$ cat config.mk
export PLATFORM = sky130hd
export DESIGN_NAME = mem_wb_stage
export DESIGN_NICKNAME = d
export VERILOG_FILES = /design/src/rtl/wb_pkg.sv /design/src/rtl/mem_wb_stage_load_formatter.sv /design/src/rtl/mem_wb_stage.sv
export SDC_FILE = /design/constraint.sdc
export NUM_CORES = 1
export LEC_CHECK = 0
export ABC_AREA = 0
export CORE_MARGIN = 2
export CORE_UTILIZATION = 49
export DETAILED_ROUTE_END_ITERATION = 16
export GPL_TIMING_DRIVEN = 0
export PLACE_DENSITY = 0.78
export SLEW_MARGIN = 20
export SYNTH_ARGS = -nofsm -noshare
export SYNTH_HDL_FRONTEND = slang
export SYNTH_SLANG_ARGS = --single-unit
export TNS_END_PERCENT = 1
$ cat constraint.sdc
create_clock -name clk -period 2.2 [get_ports clk]
set_input_delay 0.55 -clock clk [delete_from_list [all_inputs] [get_ports clk]]
set_output_delay 0.55 -clock clk [all_outputs]
set_load 0.02 [all_outputs]
$ cat src/rtl/wb_pkg.sv
// Shared types for the MEM->WB stage: load type encoding and the registered writeback entry.
// Entry fields are sized for the widest configuration; narrower builds use the low bits.
package wb_pkg;

  localparam int WB_XLEN_MAX   = 64;
  localparam int WB_REG_AW_MAX = 8;

  typedef enum logic [2:0] {
    LT_NONE = 3'b000,
    LT_LB   = 3'b001,
    LT_LH   = 3'b010,
    LT_LW   = 3'b011,
    LT_LBU  = 3'b100,
    LT_LHU  = 3'b101,
    LT_LWU  = 3'b110,
    LT_LD   = 3'b111
  } load_type_e;

  localparam load_type_e LOAD_NONE = LT_NONE;

  typedef struct packed {
    logic                     wb_en;
    logic                     float_wb_en;
    logic [WB_REG_AW_MAX-1:0] rd_addr;
    logic [WB_XLEN_MAX-1:0]   data;
    logic                     misalign;
  } wb_entry_t;

endpackage

$ cat src/rtl/mem_wb_stage_load_formatter.sv
// Combinational load-data formatter: byte-offset extraction, sign/zero extension, illegal-code
// and (with MEM_WB_MISALIGN_EN defined) misalignment detection.
module load_formatter
  import wb_pkg::*;
#(
  parameter int XLEN  = 32,
  parameter int OFF_W = $clog2(XLEN/8)
) (
  input  load_type_e       load_type,
  input  logic [OFF_W-1:0] byte_off,
  input  logic [XLEN-1:0]  dm,
  input  logic [XLEN-1:0]  alu,
  output logic [XLEN-1:0]  data,
  output logic             illegal,
  output logic             misalign
);

  logic [XLEN-1:0] shifted;

  // NOTE: every output of a combinational block gets a default first, so no path can infer a latch.
  always_comb begin
    shifted = dm >> {byte_off, 3'b000};
    data    = '0;
    illegal = 1'b0;
    case (load_type)
      LT_NONE: data = alu;
      LT_LB:   data = XLEN'($signed(shifted[7:0]));
      LT_LH:   data = XLEN'($signed(shifted[15:0]));
      LT_LW:   data = XLEN'($signed(shifted[31:0]));
      LT_LBU:  data = XLEN'(shifted[7:0]);
      LT_LHU:  data = XLEN'(shifted[15:0]);
      LT_LWU: begin
        if (XLEN == 64) data = XLEN'(shifted[31:0]);
        else            illegal = 1'b1;
      end
      LT_LD: begin
        if (XLEN == 64) data = shifted;
        else            illegal = 1'b1;
      end
      default: illegal = 1'b1;
    endcase
  end

`ifdef MEM_WB_MISALIGN_EN
  always_comb begin
    misalign = 1'b0;
    case (load_type)
      LT_LH, LT_LHU: misalign = byte_off[0];
      LT_LW, LT_LWU: misalign = |byte_off[1:0];
      LT_LD:         misalign = |byte_off;
      default:       misalign = 1'b0;
    endcase
  end
`else
  assign misalign = 1'b0;
`endif

endmodule

$ cat src/rtl/mem_wb_stage.sv
// MEM->WB pipeline stage: formats load data and holds it in a main register plus a skid register
// behind a valid/ready handshake. Optional misalign detection under MEM_WB_MISALIGN_EN.
module mem_wb_stage
  import wb_pkg::*;
#(
  parameter int XLEN   = 32,
  parameter int REG_AW = 5,
  parameter int OFF_W  = $clog2(XLEN/8)
) (
  input  logic              clk,
  input  logic              rst,
  input  logic              flush,
  input  logic              in_valid,
  output logic              in_ready,
  input  logic              in_wb_en,
  input  logic              in_float_wb_en,
  input  logic [2:0]        in_load_type,
  input  logic [OFF_W-1:0]  in_byte_off,
  input  logic [REG_AW-1:0] in_rd_addr,
  input  logic [XLEN-1:0]   in_alu_out,
  input  logic [XLEN-1:0]   in_dm_out,
  output logic              out_valid,
  input  logic              out_ready,
  output logic              out_wb_en,
  output logic              out_float_wb_en,
  output logic [REG_AW-1:0] out_rd_addr,
  output logic [XLEN-1:0]   out_wb_data,
  output logic              out_misalign
);

  logic [XLEN-1:0] fmt_data;
  logic            fmt_illegal;
  logic            fmt_misalign;

  wb_entry_t in_entry;
  wb_entry_t main_q;
  wb_entry_t skid_q;
  logic      main_valid;
  logic      skid_valid;
  logic      accept;
  logic      main_free;

  load_formatter #(
    .XLEN  (XLEN),
    .OFF_W (OFF_W)
  ) u_fmt (
    .load_type (load_type_e'(in_load_type)),
    .byte_off  (in_byte_off),
    .dm        (in_dm_out),
    .alu       (in_alu_out),
    .data      (fmt_data),
    .illegal   (fmt_illegal),
    .misalign  (fmt_misalign)
  );

  always_comb begin
    in_entry                    = '0;
    in_entry.wb_en              = in_wb_en && !fmt_illegal && !fmt_misalign;
    in_entry.float_wb_en        = in_float_wb_en && !fmt_illegal && !fmt_misalign;
    in_entry.rd_addr[REG_AW-1:0] = in_rd_addr;
    in_entry.data[XLEN-1:0]     = fmt_data;
    in_entry.misalign           = fmt_misalign;
  end

  // Ready depends only on skid occupancy, keeping out_ready off the in_ready path.
  assign in_ready  = !skid_valid;
  assign accept    = in_valid && in_ready && !flush;
  assign main_free = !main_valid || out_ready;

  // NOTE: state uses non-blocking assignments so every flop samples pre-edge values.
  always_ff @(posedge clk) begin
    if (rst) begin
      main_valid <= 1'b0;
      skid_valid <= 1'b0;
      // NOTE: payload registers are reset too because their values are visible on the outputs.
      main_q     <= '0;
      skid_q     <= '0;
    end else if (flush) begin
      main_valid <= 1'b0;
      skid_valid <= 1'b0;
    end else if (main_free) begin
      if (skid_valid) begin
        main_q     <= skid_q;
        main_valid <= 1'b1;
        skid_valid <= 1'b0;
      end else if (accept) begin
        main_q     <= in_entry;
        main_valid <= 1'b1;
      end else begin
        main_valid <= 1'b0;
      end
    end else if (accept) begin
      skid_q     <= in_entry;
      skid_valid <= 1'b1;
    end
  end

  assign out_valid       = main_valid;
  assign out_wb_en       = main_q.wb_en;
  assign out_float_wb_en = main_q.float_wb_en;
  assign out_rd_addr     = main_q.rd_addr[REG_AW-1:0];
  assign out_wb_data     = main_q.data[XLEN-1:0];
`ifdef MEM_WB_MISALIGN_EN
  assign out_misalign    = main_q.misalign;
`else
  assign out_misalign    = 1'b0;
`endif

  // Bits above the configured widths are constant and intentionally left unconnected.
  logic unused_main;
  assign unused_main = ^main_q;

endmodule
== Word-level counts from Yosys, hierarchy flattened ==
Cells that the tools add are included.
Operators by class
  equal/unequal tests: 7
  shifts and indexed selects: 1
  muxes and demuxes: 6
  bitwise operators: 2
  reductions and logical operators: 16
Operators by type and width (count)
  one-hot mux 32 bit (6 select lines): 1
  2-to-1 mux 75 bit: 2
  right shift 32 x 5 -> 32 bit: 1
  == test 3 bit, second input constant: 4
  == test 3 x 2 -> 1 bit, second input constant: 2
  AND reduction 3 bit: 2
  logical AND 1 bit: 4
  zero test 1 bit: 4
  OR reduction 2 bit: 2
  == test 3 x 1 -> 1 bit, second input constant: 1
  zero test 3 bit: 1
  2-to-1 mux 1 bit: 3
  OR reduction 3 bit: 1
  NOT 1 bit: 2
  nonzero test 2 bit: 1
  logical OR 1 bit: 1
Word-level totals
  bits in registers: 80
  bits of input ports: 81
  output and inout port bits: 42
  logic and storage cells: 42

== Longest topological paths before layout ==
  depth in word-level cells: 7
  mapped depth: 7
  mapped depth without buffers: 4

== Cells and area by module ==
Synthesis repeated with hierarchy kept, for this count alone.
Unflattened totals
  cells, all modules: 500
  area, all modules: 4425.5 um2
By module, submodules not included
  mem_wb_stage: times used 1, cells an instance 371, area each 3432.0 um2, sequential area each 1601.5 um2
  load_formatter: times used 1, cells an instance 129, area each 993.5 um2, sequential area each 0.0 um2

== Least setup slack after synthesis ==
Ideal clock, no wire load.
  kind: in2reg
  from: input in_byte_off[1]
  to: register main_q, in the netlist out_wb_data[0]
  library setup time: 132 ps
  arrival time: 1772 ps
  data required time: 2068 ps
  setup slack: 296 ps
  cell stages on the path: 6
  path buffers: 2
  path through: buf_2 -> buf_2 -> mux4_2 -> a31o_2 -> o211ai_1 -> a21oi_1
On the way
  longest elaborated chain between the ends: 4
RTL lines
  start: declaration: line mem_wb_stage.sv:18  | input logic [OFF_W-1:0] in_byte_off,
  right shift 32 x 5 -> 32 bit: line mem_wb_stage_load_formatter.sv:22  | shifted = dm >> {byte_off, 3'b000};
  one-hot mux 32 bit (6 select lines): line mem_wb_stage_load_formatter.sv:25  | case (load_type)
  2-to-1 mux 75 bit: line mem_wb_stage.sv:86  | end else if (accept) begin
  2-to-1 mux 75 bit: line mem_wb_stage.sv:82  | if (skid_valid) begin
  end signal: assignment: line mem_wb_stage.sv:83  | main_q <= skid_q;
  end signal: assignment: line mem_wb_stage.sv:87  | main_q <= in_entry;
  end: declaration: line mem_wb_stage.sv:36  | wb_entry_t main_q;
No other way between the ends. The select of a mux whose other input is x is not followed.
A chain may end at the register's enable or synchronous reset.

== Final worst setup path ==
  from: input flush
  to: register main_q, in the netlist out_wb_data[30]
On the way
  longest elaborated chain between the ends: 4
  elaborated cells between the ends (all ways): 5
  those cells by class: 1 x bitwise; 4 x reduce/logical
RTL lines
  start: declaration: line mem_wb_stage.sv:12  | input logic flush,
  zero test 1 bit: line mem_wb_stage.sv:67  | assign accept = in_valid && in_ready && !flush;
  logical AND 1 bit: line mem_wb_stage.sv:67
  nonzero test 2 bit (no line)
  AND reduction 3 bit (no line) *
Every way passes the cells marked *; elsewhere a longest branch is shown, timed or not.

==> impl_metrics.yaml <==
worst_setup_path:
  cp.arrival_ns: 2.36
  rr_startpoint: "skid_valid"
  cp.required_ns: 2.41
  r2r_cells: 6
  path_class: "in -> reg"
  cp-start-kind: "input pin"
  worstReg2RegEnd: "out_wb_data[30]"
  r2r_slack_ns: 0.23
  endpoint_kind: "flip-flop"
  crit_path_max_fanout: 10
  startpoint: "flush"
synthesis:
  syn-instance-count: 514
  yosysWarnings: 0
  synth_top_area_share_pct: 36.0
  ys_types: 47
  synth-edff-count: 0
  yosys-top-cells-area: "dfxtp_1, a311oi_1, nor2_1"
  async_flop_share_pct: 0
  synth_top_area_cell: "dfxtp_1"
  ys_seq_area_share_pct: 36.0
  postSynthAreaPerCell_um2: 8.65
  syn_area_um2: 4450
  synth-main-ff-cell: "dfxtp_1"
  synth_nets: 595
  ys_ff_latch: 80
floorplanning:
  coreArea_um2: 8760
  start_util_pct: 50.7
  die_w_um: 99.3
  rows: 34
  ioPinCount: 123
  die-area_um2: 9850
  die_h_um: 99.3
route:
  vias: 4724
  wirelength_mm: 14.8
  drtIter0Drc: 286
  wl_per_cell_um: 19.6
  route.detailed.drc: 0
  final_antenna_net_count: 0
  vias_per_cell: 6.25
  firstDrtPassIters: 6
cts:
  clock_latency_ns: 0.35
  post_cts_buffers: 0
  htreeDepth: 3
  cts_tree: "built"
  cts_buffers: 9
  numClockSinks: 80
  clockBufferDepth: 2
  clock-root-buffer: "clkbuf_8"
  hold_buffers: 0
  cts.clk_slew.worst_paths_ns: 0.09
final_layout:
  final_layout_size_suffix_gt1_share_pct: 11.7
  diodes: 0
  final_cell_mix: "clkdlybuf4s50_1, dfxtp_1, nor2_1, a311oi_1, nand2_1"
  syn_to_final_growth_pct: 35.6
  nets: 724
  final_common_cell: "clkdlybuf4s50_1"
power_and_ir_drop:
  power_leakage_uw: 0.00199
  p_per_area_nw_per_um2: 558
  vdd.ir_drop.worst_mv: 0.316
min_path:
  hold_class: "reg -> reg"
  min_from: "skid_q[67]"
  hold_end: "skid_q[67]"
  min_path_cells: 2
timing:
  tightest_slew_ns: 0.638
  setup_viol: 0
  fin_skew_ns: 0.0160
  hold_ws_ns: 0.458
  fmax_mhz: 466
  rsz0062_at_grt: "yes"
  finalCritPeriodShare_pct: 97.6
  finalWorstPathRequiredPeriod_ns: 2.15
  fin_setup_tns_ns: 0
  slew_viol_final: 0
  timing.final.hold_violations: 0
  maxSlewHeadroom_pct: 57.5
global_route:
  use_met3_pct: 6.47
  met2_usage_pct: 48.9
  antenna_found_initial: 0
  grt_pass1_wl_mm: 23.5
  grt_pass1_vias: 4574
  grt_max_degree: 18
  met1_usage_pct: 39.5
  grt_usage_pct: 30.0
  gr-max-usage-layer: "met2"
  globalRouteOverflowTotal: 0
placement:
  port_buffers: 119
  finalWeightedCongestion: 0.966
  dp_hpwl_mm: 11.2
run:
  maxCapViolCount: 0
run_status:
  run_status: "finished clean"
report_power, final:
| group | leakage (uW) | total (uW) | switching [uW] | internal, uW |
|---|---|---|---|---|
| registers | 0.000651 | 1530 | 30.5 | 1500 |
| logic | 0.00125 | 786 | 404 | 381 |
| clock network | 0.0000870 | 1040 | 590 | 455 |
routing by layer:
metal	routed length, um	vias to the layer above	part of all wire [%]
li1	-	2205	-
met1	6070	2228	41
met2	7030	249	47
met3	1320	42	8.9
met4	405	0	2.7
met5	0	-	0
registers in the layout (all words and copies together), names as in the netlist:
signal           cells
skid_q              39
out_wb_data         32
out_rd_addr          5
out_float_wb_en      1
out_valid            1
out_wb_en            1
skid_valid           1
worst max-delay path, cell delays in order:
cell	delay, ns
clkdlybuf4s50_1	0.46
nor2_1	0.16
and3_1	0.17
clkbuf_1	0.40
clkbuf_1	0.45
a311oi_1	0.17
cell usage after synthesis, types with 10 or more instances:
cell	count
buf_2	18
a211oi_1	20
nand3b_1	16
nor2_1	66
clkbuf_1	31
nor4_1	17
o21bai_1	16
nand2b_1	17
a21oi_1	26
nand2_1	31
nor3_1	10
o211ai_1	15
a311oi_1	34
dfxtp_1	80
nor4b_1	10
mux2i_1	22
worst max-delay path by stage:
stage,end,slack (ns),depth (start not counted)
floorplan,out_wb_data[0],0.30,6
global placement,out_wb_data[15],-0.50,7
detailed placement,out_wb_data[15],-0.56,7
CTS,out_wb_data[30],-0.03,6
global route,skid_q[74],-0.05,8
finish,out_wb_data[30],0.05,6
metrics by stage:
step	setup slack, ns	total power [uW]	std cells	util [%]	area (um^2)
finish	0.0530	3360	756	68.8	6030
global route	-0.0476	3490	756	68.8	6030
CTS	-0.0282	3350	756	68.3	5990
detailed placement	-0.557	2320	741	65.9	5770
global placement	-0.505	2310	741	65.9	5770
floorplan	0.296	1960	514	-	4450
kinds of logic after synthesis:
family | count (synthesis) | share of synthesized area (%)
buffers and inverters | 61 | 6.42
AND/OR/NAND/NOR | 198 | 23.9
other | 1 | 0.0843
XOR/XNOR | 1 | 0.197
AO/OA/AOI/OAI | 143 | 24.3
multiplexers | 30 | 9.00
flip-flops | 80 | 36.0
repair_timing:
item,in CTS,in global routing
gates resized for setup,10,21
setup endpoints to repair,34,68
pin swaps,0,1
area by class of cell:
type	count	area, um^2
timing repair buffer	119	1190
multi-input combinational	373	2600
tap	108	135
inverter	2	8.76
fill	748	2730
clock inverter	6	51.3
clock buffer	10	138
buffer	58	302
sequential	80	1600
Note: power is estimated with default switching activity, not from simulation.
